## src/rtl/ball_render_ctrl.sv

```systemverilog
// ball_render_ctrl: frame-tick driven erase/draw sequencer for the ball
// pixel-draw engine. Each pass optionally erases the ball at its previous
// position in BG_COLOUR, then draws it at the new position. Every engine
// pixel becomes one registered VGA plot strobe.
// Optional build macro FRAME_SKIP_CNT_EN adds skipCount, a saturating count
// of frame ticks that arrived while a pass was already in progress.
module ball_render_ctrl #(
   parameter logic [2:0] BG_COLOUR = 3'b000,
   parameter int         TIMEOUT   = 16
) (
   input  logic       clock,
   input  logic       resetn,
   input  logic       frameTick,
   input  logic [7:0] xBallNew,
   input  logic [6:0] yBallNew,
   input  logic [2:0] colourBall,
   output logic       drawEnable,
   output logic [7:0] xDrawCoord,
   output logic [6:0] yDrawCoord,
   input  logic [7:0] xPixIn,
   input  logic [6:0] yPixIn,
   input  logic       doneDraw,
   output logic [7:0] vgaX,
   output logic [6:0] vgaY,
   output logic [2:0] vgaColour,
   output logic       vgaPlot,
   output logic       busy,
   output logic       frameDone,
   output logic       timeoutErr
`ifdef FRAME_SKIP_CNT_EN
   ,
   output logic [7:0] skipCount
`endif
);

   localparam int TW = $clog2(TIMEOUT);

   typedef enum logic [2:0] {
      S_IDLE,
      S_ERASE,
      S_GAP_E,
      S_DRAW,
      S_GAP_D,
      S_DONE
   } state_t;

   state_t        r_state;
   state_t        w_state_next;
   logic [7:0]    r_x_new;
   logic [6:0]    r_y_new;
   logic [2:0]    r_colour;
   logic [7:0]    r_x_old;
   logic [6:0]    r_y_old;
   logic          r_has_old;
   logic          r_en_q;
   logic [TW-1:0] r_tmo;
   logic [7:0]    r_vga_x;
   logic [6:0]    r_vga_y;
   logic [2:0]    r_vga_c;
   logic          r_plot;
   logic          r_tmo_err;

   logic          w_in_phase;
   logic          w_done_seen;
   logic          w_tmo_hit;
   logic          w_phase_end;
   logic          w_abort;
   logic [2:0]    w_phase_colour;
   logic [7:0]    w_x_coord;
   logic [6:0]    w_y_coord;

   // Phase bookkeeping: a phase ends on a sampled done, or is aborted when the
   // cycle budget runs out first (done takes priority when both coincide).
   assign w_in_phase  = (r_state == S_ERASE) || (r_state == S_DRAW);
   assign w_done_seen = r_en_q && doneDraw;
   assign w_tmo_hit   = (r_tmo == TW'(TIMEOUT - 1));
   assign w_phase_end = w_in_phase && (w_done_seen || w_tmo_hit);
   assign w_abort     = w_in_phase && !w_done_seen && w_tmo_hit;

   // State register.
   always_ff @(posedge clock) begin
      if (!resetn) r_state <= S_IDLE;
      else         r_state <= w_state_next;
   end

   // Next-state and phase-dependent engine/plot controls.
   always_comb begin
      w_state_next   = r_state;
      w_phase_colour = BG_COLOUR;
      w_x_coord      = 8'd0;
      w_y_coord      = 7'd0;
      case (r_state)
         S_IDLE:  if (frameTick) w_state_next = r_has_old ? S_ERASE : S_DRAW;
         S_ERASE: begin
            w_x_coord      = r_x_old;
            w_y_coord      = r_y_old;
            w_phase_colour = BG_COLOUR;
            if (w_phase_end) w_state_next = S_GAP_E;
         end
         S_GAP_E: w_state_next = S_DRAW;
         S_DRAW: begin
            w_x_coord      = r_x_new;
            w_y_coord      = r_y_new;
            w_phase_colour = r_colour;
            if (w_phase_end) w_state_next = S_GAP_D;
         end
         S_GAP_D: w_state_next = S_DONE;
         S_DONE:  w_state_next = S_IDLE;
         default: w_state_next = S_IDLE;
      endcase
   end

   // Latch the new position/colour only when a tick is accepted from IDLE.
   always_ff @(posedge clock) begin
      if (!resetn) begin
         r_x_new  <= 8'd0;
         r_y_new  <= 7'd0;
         r_colour <= 3'd0;
      end else if (r_state == S_IDLE && frameTick) begin
         r_x_new  <= xBallNew;
         r_y_new  <= yBallNew;
         r_colour <= colourBall;
      end
   end

   // Completed pass: the drawn position becomes the one to erase next time.
   always_ff @(posedge clock) begin
      if (!resetn) begin
         r_x_old   <= 8'd0;
         r_y_old   <= 7'd0;
         r_has_old <= 1'b0;
      end else if (r_state == S_DONE) begin
         r_x_old   <= r_x_new;
         r_y_old   <= r_y_new;
         r_has_old <= 1'b1;
      end
   end

   // Enable-delay flag and per-phase cycle counter; both are zero outside a
   // phase so each GAP cycle restarts the engine and the budget.
   always_ff @(posedge clock) begin
      if (!resetn) begin
         r_en_q <= 1'b0;
         r_tmo  <= '0;
      end else begin
         r_en_q <= w_in_phase && !w_phase_end;
         r_tmo  <= w_in_phase ? r_tmo + TW'(1) : '0;
      end
   end

   // One registered plot per engine pixel while the enable-delay flag is up.
   always_ff @(posedge clock) begin
      if (!resetn) begin
         r_vga_x <= 8'd0;
         r_vga_y <= 7'd0;
         r_vga_c <= 3'd0;
         r_plot  <= 1'b0;
      end else if (r_en_q && !doneDraw) begin
         r_vga_x <= xPixIn;
         r_vga_y <= yPixIn;
         r_vga_c <= w_phase_colour;
         r_plot  <= 1'b1;
      end else begin
         r_plot  <= 1'b0;
      end
   end

   // Sticky abort flag.
   always_ff @(posedge clock) begin
      if (!resetn)      r_tmo_err <= 1'b0;
      else if (w_abort) r_tmo_err <= 1'b1;
   end

`ifdef FRAME_SKIP_CNT_EN
   logic [7:0] r_skip;

   // Saturating count of ticks that arrive while a pass is running.
   always_ff @(posedge clock) begin
      if (!resetn)
         r_skip <= 8'd0;
      else if (r_state != S_IDLE && frameTick && r_skip != 8'hFF)
         r_skip <= r_skip + 8'd1;
   end

   assign skipCount = r_skip;
`endif

   assign drawEnable = w_in_phase;
   assign xDrawCoord = w_x_coord;
   assign yDrawCoord = w_y_coord;
   assign vgaX       = r_vga_x;
   assign vgaY       = r_vga_y;
   assign vgaColour  = r_vga_c;
   assign vgaPlot    = r_plot;
   assign busy       = (r_state != S_IDLE);
   assign frameDone  = (r_state == S_DONE);
   assign timeoutErr = r_tmo_err;

endmodule

```

## config.mk

```make
export PLATFORM = sky130hd
export DESIGN_NAME = ball_render_ctrl
export DESIGN_NICKNAME = d
export VERILOG_FILES = /design/src/rtl/ball_render_ctrl.sv
export SDC_FILE = /design/constraint.sdc
export NUM_CORES = 1
export LEC_CHECK = 0
export BUFFER_PORTS_ARGS = -buffer_cell sky130_fd_sc_hd__buf_2
export CAP_MARGIN = 25
export CORE_ASPECT_RATIO = 1.75
export CORE_MARGIN = 4
export CORE_UTILIZATION = 40
export DETAILED_ROUTE_END_ITERATION = 6
export GPL_TIMING_DRIVEN = 0
export PLACE_DENSITY = 0.72
export SYNTH_ARGS = -nofsm -noshare
export SYNTH_HDL_FRONTEND = slang
export SYNTH_SLANG_ARGS = --single-unit
export TNS_END_PERCENT = 10
```

## constraint.sdc

```tcl
create_clock -name clock -period 1.6 [get_ports clock]
set_input_delay 0 -clock clock [delete_from_list [all_inputs] [get_ports clock]]
set_output_delay 0 -clock clock [all_outputs]
set_load 0.005 [all_outputs]
```

==> metrics.csv <==
stage,metric,value,unit
status,status,completed,
cts,cts_buffers,9,
sta,relSlewSlack,59.8,%
sta,setup_viol,0,
floorplan,fp.coreArea,6490,sq um
synth,ys_seq_elements,62,
layout,fin_nets,465,
hold_path,hold_depth,3,
floorplan,start_util,40.9,%
pwr,switchingPower,943,uW
global_route,grt_pass1_vias,2414,
setup_path,cp_num_buf_inv,4,
route,antenna_left,0,
global_route,grt_pass1_wl,11300,um
cts,cts_max_path_buffers,2,
sta,period_share,95.4,%
floorplan,ios,75,
route,met3_length,311,um
route,drt-total-wl,6840,um
setup_path,cp.required,1.60,ns
cts,cts_tree,yes,
global_route,grt_max_degree,11,
place,pre_cts_ws,0.0976,ns
pwr,irDropWorstVdd,0.000685,V
synth,synth_nets,346,
sta,clock_skew,0.00478,ns
layout,diodes,0,
cts,cts_max_level,3,
setup_path,r2r_start,r_state[2],
synth,ys.flop_type,dfxtp_1,
floorplan,die_w,69.6,um
pwr,clkPwrFrac,43.8,%
pwr,combPwrFrac,14.1,%
setup_path,critPathArrivalTime,1.53,ns
synth,yosys.area.top_type,dfxtp_1,
synth,synth_area,2660,sq um
global_route,track_usage,18.1,%
hold_path,min_to,r_state[2],
layout,syn_to_final_growth,41.5,%
floorplan,die_h,116,um
route,vias,2456,
floorplan,num_rows,39,
route,vias_per_cell,4.79,
hold_path,min_from,doneDraw,
pwr,leakagePower,0.00157,uW
sta,finalWorstPathRequiredPeriod,1.53,ns
pwr,power_frac_seq,42.2,%
setup_path,crit_chain,"buf_6, nand2b_1, buf_2, buf_4, nor2_1, buf_2",
setup_path,rr_endpoint,r_y_new[5],
synth,synth_cell_type_count,35,
sta,fmax,0.655,GHz
route,met1_length,2640,um
sta,hold_slack,0.0359,ns
synth,syn_area_per_cell,8.62,sq um
flow_run,drv_cap,0,
setup_path,cp_top_family,buffers and inverters,
setup_path,critPathLaunchType,register,
sta,drv_slew,0,
setup_path,critPathMaxFanout,10,
synth,synthArstFlopShare,0,%
cts,path_clk_slew,0.05,ns
hold_path,hp-class,input port to register,
synth,synth_common_cells,"nand2_1 (87), dfxtp_1 (62), a21boi_0 (33)",
global_route,overflow,0,
route,drcViolationCount,0,
sta,tightest_slew,0.600,ns
synth,syn_inst,308,
layout,layout-drive-gt1-share,28.5,%
route,wl_per_cell,13.3,um
place,place.gp.congestion,0.760,
route,wl_met2,3640,um
sta,setup_tns,0,ns
synth,yosysMostFrequentCell,nand2_1,
setup_path,rr_worst_depth,5,
sta,fin_ws,0.0730,ns
pwr,p_int,3010,uW
cts,clockRootBuffer,clkbuf_16,
setup_path,max_stage_delay,0.30,ns
cts,cts.sinks,62,
setup_path,crit_top_cell,buf_2,
place,port_buffers,73,
route,top_layer_used,met4,
synth,synthTopCellsByArea,"dfxtp_1 (47%), nand2_1 (12%), a21boi_0 (9.3%)",
synth,ys_warn_count,0,
sta,timing.final.hold_violations,0,
pwr,swShare,23.8,%
place,post-dp-hpwl,4890,um
floorplan,die_area,8060,sq um
synth,synth_top_area_share,46.7,%
setup_path,cp_slowest_cell,dfxtp_1,
synth,seq_area_frac_synth,46.7,%
setup_path,critical_path_class,register to output pin,
pwr,p_per_area,1050,nW/um^2
cts,clock_latency,0.32,ns
synth,synth_edf_count,0,
route,drt_iter0_drc,113,
setup_path,r2r_setup_slack,0.12,ns
sta,rsz0062_at_grt,no,
setup_path,cp-end-kind,output pin,
route,drtPass1Iterations,4,
global_route,antenna_found_initial,0,
-- worst max path at each step --
stage / slack, ns / from / cells past startpoint / end
CTS: 0.005 / r_state[2] / 6 / yDrawCoord[6]
floorplan: 0.30 / r_state[2] / 4 / r_x_new[0]
detailed placement: 0.1 / r_state[0] / 6 / r_x_old[7]
global route: 0.002 / r_state[2] / 6 / yDrawCoord[6]
finish: 0.07 / r_state[2] / 6 / yDrawCoord[6]
global placement: 0.10 / r_state[2] / 6 / yDrawCoord[6]
-- registers in the layout, summed over array words and instances, names as in the netlist, 3 cells and up --
register   flops
r_colour       3
r_state        3
r_tmo          4
r_x_new        8
r_x_old        8
r_y_new        7
r_y_old        7
vgaColour      3
vgaX           8
vgaY           7
-- worst reg2reg max path: stages (launching register included) --
cell and delay, ns:
dfxtp_1 0.30, buf_6 0.13, nor4b_4 0.58, buf_6 0.23, nand3_1 0.11, o21ai_2 0.06
-- routing by layer --
layer | vias up | GRT usage (%)
met3 | 19 | 5.12
met2 | 66 | 33.2
li1 | 1264 | -
met1 | 1107 | 18.2
met4 | 0 | 10.6
met5 | - | 0
-- kinds of logic after synthesis --
family                     after synthesis  share of synthesized area (%)
AOI/OAI and AO/OA                       58                           16.3
buffers and inverters                   27                           5.89
xor gates and xnor gates                 2                          0.660
DFF                                     62                           46.7
and+or+nand+nor                        142                           23.9
muxes                                   16                           6.03
adders and majority gates                1                          0.471
-- layout make-up --
| type | instances | area (sq um) |
|---|---|---|
| multi-input cells | 219 | 1260 |
| clock buffers | 14 | 264 |
| plain buffers | 24 | 161 |
| inverters | 3 | 11.3 |
| clock inverters | 1 | 5.00 |
| well taps | 82 | 103 |
| flip-flops and latches | 62 | 1240 |
| repair buffers | 108 | 713 |
| fillers | 580 | 2730 |
-- power groups by stage --
stage	registers (uW)	logic, uW	clock network, uW
6_report	1670	557	1730
5_1_grt	1670	613	1820
4_1_cts	1660	560	1770
3_5_place_dp	1690	484	0
3_3_place_gp	1690	478	0
2_1_floorplan	1680	324	0
-- stage by stage --
step	cell area [sq um]	power, uW	util (%)	instances
after floorplan	2660	2010	-	308
after global placement	3120	2170	48.1	463
after detailed placement	3120	2180	48.1	463
after CTS	3750	3990	57.8	513
after global routing	3760	4110	57.9	513
final	3760	3960	57.9	513
-- placed cells by master (no fill, tap or decap), drive strengths merged, types with 2 or more instances in the layout --
cell type | netlist | routed
a21boi | 33 | 33
and2 | 2 | 2
buf | 17 | 90
nor2b | 3 | 3
nand2 | 87 | 87
inv | 3 | 3
dfxtp | 62 | 62
o21ai | 18 | 18
nand2b | 2 | 2
and3 | 2 | 2
a21oi | 2 | 2
nor2 | 18 | 18
nand3 | 22 | 22
clkbuf | 7 | 22
mux2i | 16 | 16
dlygate4sd3 | 0 | 34
-- repair_timing --
item	in CTS	in global routing
pin swaps	0	0
hold buffers	34	0
endpoints found under the setup margin	11	11
buffers inserted	1	0
resized for setup	4	4
hold endpoints to repair	34	0
Power figures use the tool's default switching activity.
